<file path="src/rtl/split_target_if.sv">
// Initiator-to-target bus seen by a split-capable target.
// The master side covers both the initiator and the arbiter's resume grant.
interface split_target_if;
    logic        s_sel;
    logic [15:0] s_addr;
    logic        s_addr_valid;
    logic [7:0]  s_data_in;
    logic        s_data_in_valid;
    logic        s_rw;
    logic [7:0]  s_data_out;
    logic        s_data_out_valid;
    logic        s_ack;
    logic        s_split_ack;
    logic        s_split_req;
    logic        s_split_grant;
    logic        s_ready;

    modport master (
        output s_sel, s_addr, s_addr_valid, s_data_in, s_data_in_valid, s_rw, s_split_grant,
        input  s_data_out, s_data_out_valid, s_ack, s_split_ack, s_split_req, s_ready
    );

    modport slave (
        input  s_sel, s_addr, s_addr_valid, s_data_in, s_data_in_valid, s_rw, s_split_grant,
        output s_data_out, s_data_out_valid, s_ack, s_split_ack, s_split_req, s_ready
    );
endinterface

</file>
<file path="src/rtl/split_target.sv">
// Byte-memory bus target with programmable read latency and optional split reads.
// All handshake outputs are registered, so each appears one cycle after the state that produces it.
module split_target #(
    parameter int         ADDR_W       = 8,
    parameter int         READ_LATENCY = 3,
    parameter int         SPLIT_EN     = 1,
    parameter logic [7:0] MEM_INIT     = 8'h00
) (
    input  logic           clk,
    input  logic           rst,
    split_target_if.slave  bus
);
    localparam int         DEPTH = 1 << ADDR_W;
    localparam logic [3:0] LAT   = 4'(READ_LATENCY);

    typedef enum logic [2:0] {
        IDLE, WR_DATA, WR_ACK, RD_WAIT, RD_SPLIT, RD_RESUME
    } state_e;

    state_e              state_q, state_d;
    logic [ADDR_W-1:0]   addr_q, addr_d;
    logic [7:0]          wdata_q, wdata_d;
    logic [7:0]          rdata_q, rdata_d;
    logic [3:0]          cnt_q, cnt_d;
    logic                ack_q, ack_d;
    logic                dv_q, dv_d;
    logic                split_ack_q, split_ack_d;
    logic                split_req_q, split_req_d;
    logic                ready;
    logic                unused_addr;

    logic [7:0] mem [DEPTH] = '{default: MEM_INIT};

    // Upper address bits alias away; fold them so they count as consumed.
    assign unused_addr = ^bus.s_addr;

    // The cycle carrying a registered ack is held off so acks never run back to back.
    assign ready = (state_q == IDLE) && !ack_q;

    always_comb begin
        state_d     = state_q;
        addr_d      = addr_q;
        wdata_d     = wdata_q;
        rdata_d     = rdata_q;
        cnt_d       = cnt_q;
        ack_d       = 1'b0;
        dv_d        = 1'b0;
        split_ack_d = 1'b0;
        split_req_d = 1'b0;
        unique case (state_q)
            IDLE: begin
                if (ready && bus.s_sel && bus.s_addr_valid) begin
                    addr_d = bus.s_addr[ADDR_W-1:0];
                    if (bus.s_rw) begin
                        if (bus.s_data_in_valid) begin
                            wdata_d = bus.s_data_in;
                            state_d = WR_ACK;
                        end else begin
                            state_d = WR_DATA;
                        end
                    end else begin
                        cnt_d   = LAT;
                        state_d = (SPLIT_EN != 0) ? RD_SPLIT : RD_WAIT;
                    end
                end
            end
            WR_DATA: begin
                if (bus.s_sel && bus.s_data_in_valid) begin
                    wdata_d = bus.s_data_in;
                    state_d = WR_ACK;
                end
            end
            WR_ACK: begin
                ack_d   = 1'b1;
                state_d = IDLE;
            end
            RD_WAIT: begin
                cnt_d = cnt_q - 4'd1;
                if (cnt_q == 4'd1) begin
                    rdata_d = mem[addr_q];
                    dv_d    = 1'b1;
                    ack_d   = 1'b1;
                    state_d = IDLE;
                end
            end
            RD_SPLIT: begin
                cnt_d       = cnt_q - 4'd1;
                split_ack_d = (cnt_q == LAT);
                if (cnt_q == 4'd1) begin
                    split_req_d = 1'b1;
                    state_d     = RD_RESUME;
                end
            end
            RD_RESUME: begin
                if (bus.s_sel && bus.s_split_grant) begin
                    rdata_d = mem[addr_q];
                    dv_d    = 1'b1;
                    ack_d   = 1'b1;
                    state_d = IDLE;
                end else begin
                    split_req_d = 1'b1;
                end
            end
            default: state_d = IDLE;
        endcase
    end

    always_ff @(posedge clk or posedge rst) begin
        if (rst) begin
            state_q     <= IDLE;
            addr_q      <= '0;
            wdata_q     <= 8'h00;
            rdata_q     <= 8'h00;
            cnt_q       <= 4'd0;
            ack_q       <= 1'b0;
            dv_q        <= 1'b0;
            split_ack_q <= 1'b0;
            split_req_q <= 1'b0;
        end else begin
            state_q     <= state_d;
            addr_q      <= addr_d;
            wdata_q     <= wdata_d;
            rdata_q     <= rdata_d;
            cnt_q       <= cnt_d;
            ack_q       <= ack_d;
            dv_q        <= dv_d;
            split_ack_q <= split_ack_d;
            split_req_q <= split_req_d;
        end
    end

    // Memory survives reset; an async reset forces IDLE so no write slips through.
    always_ff @(posedge clk) begin
        if (state_q == WR_ACK) begin
            mem[addr_q] <= wdata_q;
        end
    end

    assign bus.s_data_out       = rdata_q;
    assign bus.s_data_out_valid = dv_q;
    assign bus.s_ack            = ack_q;
    assign bus.s_split_ack      = split_ack_q;
    assign bus.s_split_req      = split_req_q;
    assign bus.s_ready          = ready;
endmodule

</file>
<file path="src/flat_wrapper.sv">
// flat-port wrapper written by rule: the top's interface ports become plain ports
module split_target_flat 
#(
    parameter int         ADDR_W       = 8,
    parameter int         READ_LATENCY = 3,
    parameter int         SPLIT_EN     = 1,
    parameter logic [7:0] MEM_INIT     = 8'h00
)
  (clk, rst, bus_s_sel, bus_s_addr, bus_s_addr_valid, bus_s_data_in, bus_s_data_in_valid, bus_s_rw, bus_s_split_grant, bus_s_data_out, bus_s_data_out_valid, bus_s_ack, bus_s_split_ack, bus_s_split_req, bus_s_ready);
  split_target_if bus_i ();
  input  logic clk;
  input  logic rst;
  input wire logic [$bits(bus_i.s_sel)-1:0] bus_s_sel;
  input wire logic [$bits(bus_i.s_addr)-1:0] bus_s_addr;
  input wire logic [$bits(bus_i.s_addr_valid)-1:0] bus_s_addr_valid;
  input wire logic [$bits(bus_i.s_data_in)-1:0] bus_s_data_in;
  input wire logic [$bits(bus_i.s_data_in_valid)-1:0] bus_s_data_in_valid;
  input wire logic [$bits(bus_i.s_rw)-1:0] bus_s_rw;
  input wire logic [$bits(bus_i.s_split_grant)-1:0] bus_s_split_grant;
  output wire logic [$bits(bus_i.s_data_out)-1:0] bus_s_data_out;
  output wire logic [$bits(bus_i.s_data_out_valid)-1:0] bus_s_data_out_valid;
  output wire logic [$bits(bus_i.s_ack)-1:0] bus_s_ack;
  output wire logic [$bits(bus_i.s_split_ack)-1:0] bus_s_split_ack;
  output wire logic [$bits(bus_i.s_split_req)-1:0] bus_s_split_req;
  output wire logic [$bits(bus_i.s_ready)-1:0] bus_s_ready;
  assign bus_i.s_sel = bus_s_sel;
  assign bus_i.s_addr = bus_s_addr;
  assign bus_i.s_addr_valid = bus_s_addr_valid;
  assign bus_i.s_data_in = bus_s_data_in;
  assign bus_i.s_data_in_valid = bus_s_data_in_valid;
  assign bus_i.s_rw = bus_s_rw;
  assign bus_i.s_split_grant = bus_s_split_grant;
  assign bus_s_data_out = bus_i.s_data_out;
  assign bus_s_data_out_valid = bus_i.s_data_out_valid;
  assign bus_s_ack = bus_i.s_ack;
  assign bus_s_split_ack = bus_i.s_split_ack;
  assign bus_s_split_req = bus_i.s_split_req;
  assign bus_s_ready = bus_i.s_ready;
  split_target #(.ADDR_W(ADDR_W), .READ_LATENCY(READ_LATENCY), .SPLIT_EN(SPLIT_EN), .MEM_INIT(MEM_INIT)) u_core (.clk(clk), .rst(rst), .bus(bus_i));
endmodule
</file>
<file path="config.mk">
export PLATFORM = sky130hd
export DESIGN_NAME = split_target_flat
export DESIGN_NICKNAME = d
export VERILOG_FILES = /design/src/rtl/split_target_if.sv /design/src/rtl/split_target.sv /design/src/flat_wrapper.sv
export SDC_FILE = /design/constraint.sdc
export NUM_CORES = 2
export LEC_CHECK = 0
export CORE_UTILIZATION = 40
export CTS_CLUSTER_SIZE = 40
export DETAILED_ROUTE_END_ITERATION = 16
export DONT_BUFFER_PORTS = 1
export PLACE_DENSITY = 0.56
export SLEW_MARGIN = 20
export SYNTH_ARGS = -nofsm -noshare
export SYNTH_HDL_FRONTEND = slang
export SYNTH_SLANG_ARGS = --single-unit
</file>
<file path="constraint.sdc">
create_clock -name clk -period 8.45 [get_ports clk]
set_clock_uncertainty 0.05 [all_clocks]
set_input_delay 1.2675 -clock clk [delete_from_list [all_inputs] [get_ports clk]]
set_output_delay 1.2675 -clock clk [all_outputs]
set_load 0.02 [all_outputs]
</file>
==> results_dict.tcl <==
set metrics [dict create \
    critPathArrivalTime_ps 5390 \
    ys.flop_type "edfxtp_1" \
    cts_buffers 208 \
    grt.total_usage_pct 20.8 \
    startpoint_type "register" \
    clock_sinks 2083 \
    hold_class "in -> async" \
    vias_per_cell 5.84 \
    setup_viol 0 \
    ir_drop_uv 364 \
    utilization_pct 45.3 \
    synth.most_common_cell "edfxtp_1" \
    post_cts_buffers 0 \
    syn_area_per_cell_sq_um 20.7 \
    cts_root_buffer "clkbuf_16" \
    ys_seq_area_share_pct 77.0 \
    drv_slew 0 \
    period_needed_ps 4750 \
    synth_top_cell_area_share_pct 75.9 \
    ys_warn_count 0 \
    setup_ws_ps 3700 \
    place_hpwl_um 126000 \
    clockBufferDepth 3 \
    synth_edf_count 2048 \
    finalHoldViolations 0 \
    power.density_nw_per_um2 348 \
    async_reset_ff_share_pct 1.68 \
    setup_tns_ps 0 \
    io_buffers 0 \
    wl_per_cell_um 31.4 \
    ys_ff_latch 2083 \
    p_switching_uw 10200 \
    grt_max_degree 229 \
    synth_area_leaders "edfxtp_1 (76%), mux4_2 (14%), mux2i_1 (1.6%)" \
    endpoint "u_core.bus.s_data_out[3]$_DFFE_PP0P_" \
    reg2regPathDepth 7 \
    htree_num_levels 4 \
    drive_above_1_share_pct 22.1 \
    outcome "complete, no violations" \
    drc 0 \
    yosys-top-cells-count "edfxtp_1 (2048), mux4_2 (488), nor2_1 (319)" \
    ctsResizeCount 0 \
    end_kind "register" \
    clkSlewWorstSetupHoldPaths_ps 60 \
    chipHeight_um 452 \
    p_comb_share_pct 26.9 \
    seqPwrFrac_pct 43.3 \
    die_area_sq_um 204000 \
    grt_pass1_wl_um 303000 \
    synth_top_area_cell "edfxtp_1" \
    area_growth_pct 12.1 \
    antenna_found_initial 12 \
    clock_power_share_pct 29.9 \
    start_util_pct 40.4 \
    tightest_slew_ps 1110 \
    synth_nets 3953 \
    vias 39700 \
    clock_latency_ps 840 \
    wl_um 213000 \
    switching_share_pct 32.3 \
    grt_pass1_vias 39700 \
    pin_count 44 \
    hold_buffers 0 \
    path_class "reg -> reg" \
    crit_start "u_core.addr_q[1]$_DFFE_PP0P_" \
    final.period_utilization_pct 56.2 \
    max-slew-margin-rel_pct 25.7 \
    cap_viol_max_count 0 \
    drtAntennaViolNets 0 \
    cts_tree "built" \
    crit_fanout 107 \
    max_clock_freq_mhz 211 \
    timing.rr.end "u_core.bus.s_data_out[3]$_DFFE_PP0P_" \
    r2r-start "u_core.addr_q[1]$_DFFE_PP0P_" \
    place_congestion 0.794 \
    rsz0062_at_grt "no" \
    firstDrtPassIters 5 \
    r2r_setup_slack_ps 3700 \
    fillers 16800 \
    place_ws_ps 3670 \
    synth_area_sq_um 81000 \
    overflow 0 \
    synthCells 3919 \
    power.internal_uw 21400 \
    core_sq_um 200000 \
    cp.required_ps 9090 \
    fp.dieW_um 452 \
    ys_types 68 \
    nets 4001 \
    drt_iter0_drc 4496 \
    p_leak_uw 0.0278 \
    rows 164 \
]
-- stage by stage --
stage / std cells / cell area, sq um / total power (uW) / hold slack, ps
3_5_place_dp: 6413 / 83900 / 22400 / 552
3_3_place_gp: 6413 / 83900 / 22300 / 545
5_1_grt: 6798 / 90800 / 32600 / 105
2_1_floorplan: 3919 / 81000 / 19200 / 492
6_report: 6799 / 90800 / 31600 / 137
4_1_cts: 6796 / 90800 / 31800 / 77.7
-- final cells by class --
type / instances / area, sq um / share of cell area, %
flip-flops and latches: 2083 / 62400 / 68.7
multi-input cells: 1587 / 17400 / 19.2
clock buffers: 270 / 5610 / 6.18
well taps: 2656 / 3320 / 3.66
clock inverters: 113 / 1320 / 1.45
repair buffers: 76 / 646 / 0.711
inverters: 11 / 48.8 / 0.0537
diodes: 3 / 7.51 / 0.00827
-- worst min-delay path by stage --
stage | from | end | slack (ps) | cells past startpoint
floorplan | u_core.cnt_q[0]$_DFFE_PP0P_ | u_core.cnt_q[0]$_DFFE_PP0P_ | 490 | 1
global placement | u_core.cnt_q[0]$_DFFE_PP0P_ | u_core.cnt_q[0]$_DFFE_PP0P_ | 550 | 1
detailed placement | u_core.cnt_q[0]$_DFFE_PP0P_ | u_core.cnt_q[0]$_DFFE_PP0P_ | 550 | 1
CTS | rst | u_core.wdata_q[4]$_DFFE_PP0P_ | 80 | 1
global route | rst | u_core.wdata_q[5]$_DFFE_PP0P_ | 100 | 1
finish | rst | u_core.wdata_q[4]$_DFFE_PP0P_ | 140 | 1
-- kinds of logic after synthesis --
logic type	after synthesis	share of synthesized area (%)
buf+inv	249	1.53
mux	630	15.3
flops	2083	77.0
simple gates	683	3.63
fa+ha+maj	3	0.0464
compound gates	271	2.43
-- flip-flops by register name, indices dropped and copies added, names as in the netlist, 3 cells and up --
name                   cells
u_core.addr_q              8
u_core.mem              2048
u_core.bus.s_data_out      8
u_core.wdata_q             8
u_core.state_q             3
u_core.cnt_q               4
-- power by group through the flow --
| stage | Clock [uW] | Sequential [uW] | Combinational [uW] |
|---|---|---|---|
| after CTS | 9550 | 13700 | 8560 |
| after floorplan | 0 | 14200 | 5010 |
| after global routing | 9910 | 13700 | 8950 |
| after global placement | 0 | 13900 | 8460 |
| final | 9430 | 13700 | 8480 |
| after detailed placement | 0 | 13900 | 8550 |
-- metal layers --
layer  wire, um  vias up  global-route usage [%]
met5          0        -                       0
met4       5770        0                    6.09
met3      15300      316                    3.62
met2     102000     1555                    32.9
met1      89900    21500                    29.7
li1           -    16400                       -
-- critical path, stage by stage (launching register included) --
cell and delay (ps):
dfrtp_4 750, buf_4 550, buf_12 600, mux4_2 410, mux4_2 540, a2111oi_1 1000
a41o_1 400, o41ai_1 110
-- layout by cell type (no fill, tap or decap), types with 42 or more instances in the layout --
cell type	synthesis	layout
clkinv_1	1	42
edfxtp_1	2048	2048
clkbuf_16	0	211
nand3_1	65	65
buf_4	45	70
o22ai_1	59	59
nand2_1	188	182
mux2i_1	129	129
clkbuf_1	105	48
nor2_1	319	316
mux4_2	488	488
Note: power is estimated with default switching activity, not from simulation.
